**config.mk**
```make
export PLATFORM = sky130hd
export DESIGN_NAME = md_sched_ctrl_flat
export DESIGN_NICKNAME = d
export VERILOG_FILES = /design/src/rtl/md_sched_ctrl_pkg.sv /design/src/rtl/md_sched_ctrl_if.sv /design/src/rtl/md_sched_ctrl_arith.sv /design/src/rtl/md_sched_ctrl.sv /design/src/flat_wrapper.sv
export SDC_FILE = /design/constraint.sdc
export NUM_CORES = 2
export LEC_CHECK = 0
export ABC_CLOCK_PERIOD_IN_PS = 10400
export BUFFER_PORTS_ARGS = -buffer_cell sky130_fd_sc_hd__buf_4
export CORE_ASPECT_RATIO = 1.75
export CORE_UTILIZATION = 30
export CTS_CLUSTER_SIZE = 16
export DETAILED_ROUTE_END_ITERATION = 10
export PLACE_DENSITY_LB_ADDON = 0.15
export SETUP_SLACK_MARGIN = 0.2
export SYNTH_ARGS = -nofsm -noshare
export SYNTH_HDL_FRONTEND = slang
export SYNTH_HIERARCHICAL = 1
export SYNTH_SLANG_ARGS = --single-unit
```
**constraint.sdc**
```tcl
create_clock -name clk -period 10.4 [get_ports clk]
set_input_delay 3.12 -clock clk [delete_from_list [all_inputs] [get_ports clk]]
set_output_delay 3.12 -clock clk [all_outputs]
set_load 0.02 [all_outputs]
```
**src/rtl/md_sched_ctrl_pkg.sv**
```systemverilog
// md_sched_ctrl_pkg: shared MD-unit op encodings, FSM states and default latencies.
// Divider support is compiled in only when MD_SCHED_DIV_EN is defined.
package md_sched_ctrl_pkg;

    typedef enum logic [2:0] {
        OP_MULT  = 3'd0,
        OP_MULTU = 3'd1,
        OP_DIV   = 3'd2,
        OP_DIVU  = 3'd3,
        OP_MTHI  = 3'd4,
        OP_MTLO  = 3'd5
    } op_t;

    typedef enum logic [1:0] {
        ST_IDLE,
        ST_MUL_RUN,
        ST_DIV_RUN
    } state_t;

    localparam int DEF_MULT_LAT = 5;
    localparam int DEF_DIV_LAT  = 10;

    function automatic int cnt_width(input int a, input int b);
        return $clog2((a > b ? a : b) + 1);
    endfunction

endpackage

```
**src/rtl/md_sched_ctrl_if.sv**
```systemverilog
// md_sched_ctrl_if: EX/ID-stage request and HI/LO result bundle of the MD scheduler.
interface md_sched_ctrl_if;

    logic        start;
    logic [2:0]  op;
    logic [31:0] rs_val;
    logic [31:0] rt_val;
    logic        md_use_d;
    logic        busy;
    logic        stall;
    logic [31:0] hi;
    logic [31:0] lo;
    logic        done;

    modport master (
        output start, op, rs_val, rt_val, md_use_d,
        input  busy, stall, hi, lo, done
    );

    modport slave (
        input  start, op, rs_val, rt_val, md_use_d,
        output busy, stall, hi, lo, done
    );

endinterface

```
**src/rtl/md_sched_ctrl_arith.sv**
```systemverilog
// md_arith: combinational MULT/MULTU (and DIV/DIVU with MD_SCHED_DIV_EN) on latched operands.
// res packs {hi, lo}; division returns {remainder, quotient}.
module md_arith
    import md_sched_ctrl_pkg::*;
(
    input  logic [31:0] a,
    input  logic [31:0] b,
    input  logic [2:0]  op,
    output logic [63:0] res,
    output logic        div_zero
);

    logic        sgn;
    logic [63:0] prod;

    assign sgn  = (op == OP_MULT) || (op == OP_DIV);
    assign prod = (sgn ? {{32{a[31]}}, a} : {32'b0, a}) * (sgn ? {{32{b[31]}}, b} : {32'b0, b});

`ifdef MD_SCHED_DIV_EN
    logic        is_div;
    logic        neg_q;
    logic        neg_r;
    logic [31:0] ma;
    logic [31:0] mb;
    logic [31:0] q;
    logic [31:0] r;

    // Magnitude division with sign fix-up; 0x80000000 / -1 wraps to 0x80000000 naturally.
    assign is_div   = (op == OP_DIV) || (op == OP_DIVU);
    assign neg_r    = sgn & a[31];
    assign neg_q    = sgn & (a[31] ^ b[31]);
    assign ma       = neg_r ? -a : a;
    assign mb       = (sgn & b[31]) ? -b : b;
    assign q        = (mb == '0) ? '0 : ma / mb;
    assign r        = (mb == '0) ? '0 : ma % mb;
    assign div_zero = is_div & (b == '0);
    assign res      = is_div ? {(neg_r ? -r : r), (neg_q ? -q : q)} : prod;
`else
    assign div_zero = 1'b0;
    assign res      = prod;
`endif

endmodule

```
**src/rtl/md_sched_ctrl.sv**
```systemverilog
// md_sched_ctrl: multi-cycle MULT/DIV scheduler owning HI/LO, with pipeline stall generation.
// DIV/DIVU are accepted only when MD_SCHED_DIV_EN is defined; otherwise they act as reserved ops.
module md_sched_ctrl
    import md_sched_ctrl_pkg::*;
#(
    parameter int MULT_LAT = DEF_MULT_LAT,
    parameter int DIV_LAT  = DEF_DIV_LAT
) (
    input  logic           clk,
    input  logic           reset,
    md_sched_ctrl_if.slave bus
);

    localparam int CW = cnt_width(MULT_LAT, DIV_LAT);

    state_t        state;
    logic [CW-1:0] cnt;
    logic [31:0]   a;
    logic [31:0]   b;
    logic [2:0]    op_l;
    logic [31:0]   hi;
    logic [31:0]   lo;
    logic          done;
    logic          busy;
    logic          is_mul;
    logic [63:0]   res;
    logic          div_zero;

    md_arith u_arith (
        .a        (a),
        .b        (b),
        .op       (op_l),
        .res      (res),
        .div_zero (div_zero)
    );

    assign is_mul    = (bus.op == OP_MULT) || (bus.op == OP_MULTU);
    assign busy      = state != ST_IDLE;
    assign bus.busy  = busy;
    assign bus.stall = bus.md_use_d & (busy | bus.start);
    assign bus.hi    = hi;
    assign bus.lo    = lo;
    assign bus.done  = done;

`ifdef MD_SCHED_DIV_EN
    logic is_div;
    assign is_div = (bus.op == OP_DIV) || (bus.op == OP_DIVU);
`endif

    always_ff @(posedge clk or negedge reset) begin
        if (!reset) begin
            state <= ST_IDLE;
            cnt   <= '0;
            a     <= '0;
            b     <= '0;
            op_l  <= '0;
            hi    <= '0;
            lo    <= '0;
            done  <= 1'b0;
        end else begin
            done <= 1'b0;
            case (state)
                ST_IDLE: begin
                    if (bus.start) begin
                        if (is_mul) begin
                            a     <= bus.rs_val;
                            b     <= bus.rt_val;
                            op_l  <= bus.op;
                            cnt   <= CW'(MULT_LAT);
                            state <= ST_MUL_RUN;
                        end
`ifdef MD_SCHED_DIV_EN
                        else if (is_div) begin
                            a     <= bus.rs_val;
                            b     <= bus.rt_val;
                            op_l  <= bus.op;
                            cnt   <= CW'(DIV_LAT);
                            state <= ST_DIV_RUN;
                        end
`endif
                        else if (bus.op == OP_MTHI) hi <= bus.rs_val;
                        else if (bus.op == OP_MTLO) lo <= bus.rs_val;
                    end
                end
                default: begin
                    cnt <= cnt - 1'b1;
                    // Last busy cycle: commit (unless divide-by-zero) and flag done for the next cycle.
                    if (cnt == CW'(1)) begin
                        state <= ST_IDLE;
                        done  <= 1'b1;
                        if (!div_zero) {hi, lo} <= res;
                    end
                end
            endcase
        end
    end

endmodule

```
**src/flat_wrapper.sv**
```systemverilog
// flat-port wrapper written by rule: the top's interface ports become plain ports
module md_sched_ctrl_flat import md_sched_ctrl_pkg::*;
#(
    parameter int MULT_LAT = DEF_MULT_LAT,
    parameter int DIV_LAT  = DEF_DIV_LAT
)
  (clk, reset, bus_start, bus_op, bus_rs_val, bus_rt_val, bus_md_use_d, bus_busy, bus_stall, bus_hi, bus_lo, bus_done);
  md_sched_ctrl_if bus_i ();
  input  logic clk;
  input  logic reset;
  input wire logic [$bits(bus_i.start)-1:0] bus_start;
  input wire logic [$bits(bus_i.op)-1:0] bus_op;
  input wire logic [$bits(bus_i.rs_val)-1:0] bus_rs_val;
  input wire logic [$bits(bus_i.rt_val)-1:0] bus_rt_val;
  input wire logic [$bits(bus_i.md_use_d)-1:0] bus_md_use_d;
  output wire logic [$bits(bus_i.busy)-1:0] bus_busy;
  output wire logic [$bits(bus_i.stall)-1:0] bus_stall;
  output wire logic [$bits(bus_i.hi)-1:0] bus_hi;
  output wire logic [$bits(bus_i.lo)-1:0] bus_lo;
  output wire logic [$bits(bus_i.done)-1:0] bus_done;
  assign bus_i.start = bus_start;
  assign bus_i.op = bus_op;
  assign bus_i.rs_val = bus_rs_val;
  assign bus_i.rt_val = bus_rt_val;
  assign bus_i.md_use_d = bus_md_use_d;
  assign bus_busy = bus_i.busy;
  assign bus_stall = bus_i.stall;
  assign bus_hi = bus_i.hi;
  assign bus_lo = bus_i.lo;
  assign bus_done = bus_i.done;
  md_sched_ctrl #(.MULT_LAT(MULT_LAT), .DIV_LAT(DIV_LAT)) u_core (.clk(clk), .reset(reset), .bus(bus_i));
endmodule
```
==> impl_metrics.py <==
metrics = {
    "floorplan": {
        "ios": 138,
        "die_h_um": 560.9,
        "initial_core_util_pct": 30.27,
        "die_area_sq_um": 180200,
        "fp.dieW_um": 321.3,
        "core_sq_um": 176900,
        "row_count": 204,
    },
    "setup_path": {
        "crit_slowest_cell": "dfrtp_1",
        "path_class": "flop to flop",
        "path_buf_inv": 10,
        "required_ns": 10.81,
        "critical_path.max_fanout": 8,
        "max_stage_delay_ns": 0.79,
        "end_kind": "flop",
        "cp.arrival_ns": 10.38,
        "crit_path_start_kind": "flop",
        "critical-path-top-delay-family": "adder cells",
        "path_common_cell": "fa_1",
    },
    "clock_network": {
        "clk_pin_slew_ns": 0.09,
        "htree_levels": 4,
        "cts.path.max_buffers": 3,
        "cts_tree": "yes",
        "clock_sinks": 136,
        "postCtsSetupRepairBufs": 0,
        "insertion_delay_ns": 0.56,
        "cts-buffers-inserted": 25,
        "cts_root_buf": "clkbuf_16",
    },
    "status": {
        "status": "complete, no violations",
    },
    "cells_and_area": {
        "fin_area_sq_um": 58980,
        "n_fill_cell": 18570,
        "fin_nets": 7463,
        "drive_above_1_share_pct": 7.415,
        "area_growth_pct": 10.16,
    },
    "route": {
        "vias": 37685,
        "drt_iter0_markers": 1798,
        "vias_per_cell": 4.687,
        "wl_per_cell_um": 26.92,
        "drc": 0,
        "drt_pre_antenna_iters": 6,
        "wl_um": 216500,
        "ant_nets": 0,
    },
    "placed_design": {
        "gp_congestion": 0.9406,
        "io_buffers": 137,
        "dp_hpwl_um": 188100,
        "dpl_worst_slack_ns": 0.09058,
        "postPlaceCellArea_sq_um": 58170,
    },
    "timing": {
        "final_hold_viol_count": 0,
        "grt_setup_unrepaired": "no",
        "min_period_over_period_pct": 95.90,
        "finalCriticalPeriod_ns": 9.974,
        "skew_ns": 0.03715,
        "setup_viol_count_final": 0,
        "setup_ws_ns": 0.4260,
        "finalSetupTns_ns": 0,
        "max_slew_margin_pct": 25.27,
        "max_freq_ghz": 0.1003,
        "worst_pin_slew_ns": 1.121,
        "slew_viol_final": 0,
    },
    "synth": {
        "syn_nets": 7362,
        "yosys_warnings": 6,
        "synth_area_per_cell_sq_um": 9.633,
        "syn_area_sq_um": 53540,
        "synth_cells": 5558,
    },
    "global_routing": {
        "grt_util_met1_pct": 21.60,
        "grtUsageMet3_pct": 1.579,
        "antenna_found_initial": 10,
        "grt_pass1_vias": 44041,
        "grt_pass1_wl_um": 310300,
        "grt_max_degree": 89,
        "globalRouteOverflowTotal": 0,
        "grt_use_met2_pct": 49.33,
        "grt-busiest-layer": "met2",
        "grt.total_usage_pct": 24.71,
    },
    "job": {
        "max-cap-violations": 0,
    },
    "hold_path": {
        "hold_class": "flop to flop",
    },
}
## worst paths after layout
path | from | endpoint | slack [ns] | depth (start not counted)
worst min register to register | u_core/a[28] | u_core/a[28] | 0.51 | 1
worst max-delay path | u_core/a[19] | u_core/bus.hi[28] | 0.43 | 34
worst min-delay path | u_core/a[28] | u_core/a[28] | 0.51 | 1
min in group asynchronous | reset | u_core/bus.lo[23] | 2.63 | 1
worst max register to register | u_core/a[19] | u_core/bus.hi[28] | 0.43 | 34
max in group asynchronous | reset | u_core/b[23] | 5.63 | 3
## metal layers
metal,vias to the layer above,wire length [um]
met4,0,23810
li1,16038,-
met1,20319,62820
met5,-,0
met2,849,125700
met3,479,4181
## stage by stage
stage	instances	hold slack (ns)	util, %
2_1_floorplan	5558	0.4591	-
3_3_place_gp	8001	0.4862	32.89
3_5_place_dp	8001	0.4986	32.89
4_1_cts	8033	0.5151	33.31
5_1_grt	8034	0.5375	33.33
6_report	8041	0.5141	33.34
## area by class of cell
type	count	area, sq um	area share [%]
multi-input combinational	3583	43220	73.27
inverter	1591	5972	10.13
sequential	136	3416	5.791
tap	2369	2964	5.025
timing repair buffer	322	2663	4.514
clock buffer	28	636.9	1.080
clock inverter	4	95.09	0.1612
antenna	8	20.02	0.03394
## registers in the layout, indices dropped and copies added, names as in the netlist
register / cells
u_core/cnt: 4
u_core/state: 1
u_core/bus.hi: 32
u_core/a: 32
u_core/op_l: 2
u_core/bus.done: 1
u_core/bus.lo: 32
u_core/b: 32
## cell usage in the layout, fill, tap and decap left out, types with 5 or more instances in the layout
| cell | count |
|---|---|
| buf_12 | 19 |
| nor3_1 | 9 |
| nand4_1 | 17 |
| mux2i_1 | 65 |
| clkbuf_16 | 25 |
| inv_1 | 1591 |
| xor2_1 | 37 |
| nand3_1 | 7 |
| diode_2 | 8 |
| dfrtp_1 | 128 |
| fa_2 | 5 |
| o21a_1 | 9 |
| and2_1 | 514 |
| dfrtp_2 | 7 |
| nand2b_1 | 10 |
| o21ai_1 | 9 |
| a31oi_1 | 6 |
| nor2_1 | 45 |
| mux2_1 | 28 |
| a21o_1 | 36 |
| o21ai_0 | 25 |
| buf_4 | 301 |
| and3_1 | 21 |
| o21bai_1 | 10 |
| a211oi_1 | 11 |
| nor2b_1 | 39 |
| nand2_1 | 618 |
| fa_1 | 1419 |
| a21oi_1 | 148 |
| o211ai_1 | 9 |
| ha_1 | 309 |
| xnor2_1 | 83 |
| mux2_2 | 37 |
## repair_timing
action                                  in CTS  in global routing
pin swaps                                    0                  0
endpoints found under the setup margin       2                 10
gates cloned                                 0                  0
gates resized for setup                      1                 14
hold buffers                                 0                  0
## worst reg2reg max path, delay by kind of cell, from the launching register on
family	cells	cell delay, ns
simple gates	3	0.48
mux	1	0.11
xor+xnor	1	0.18
fa+ha+maj	11	5.55
flops	1	0.79
buf+inv	10	1.13
compound gates	8	1.60
Power is not shown: default switching activity piles up to over one toggle a cycle in this logic, so the estimate is an artifact.
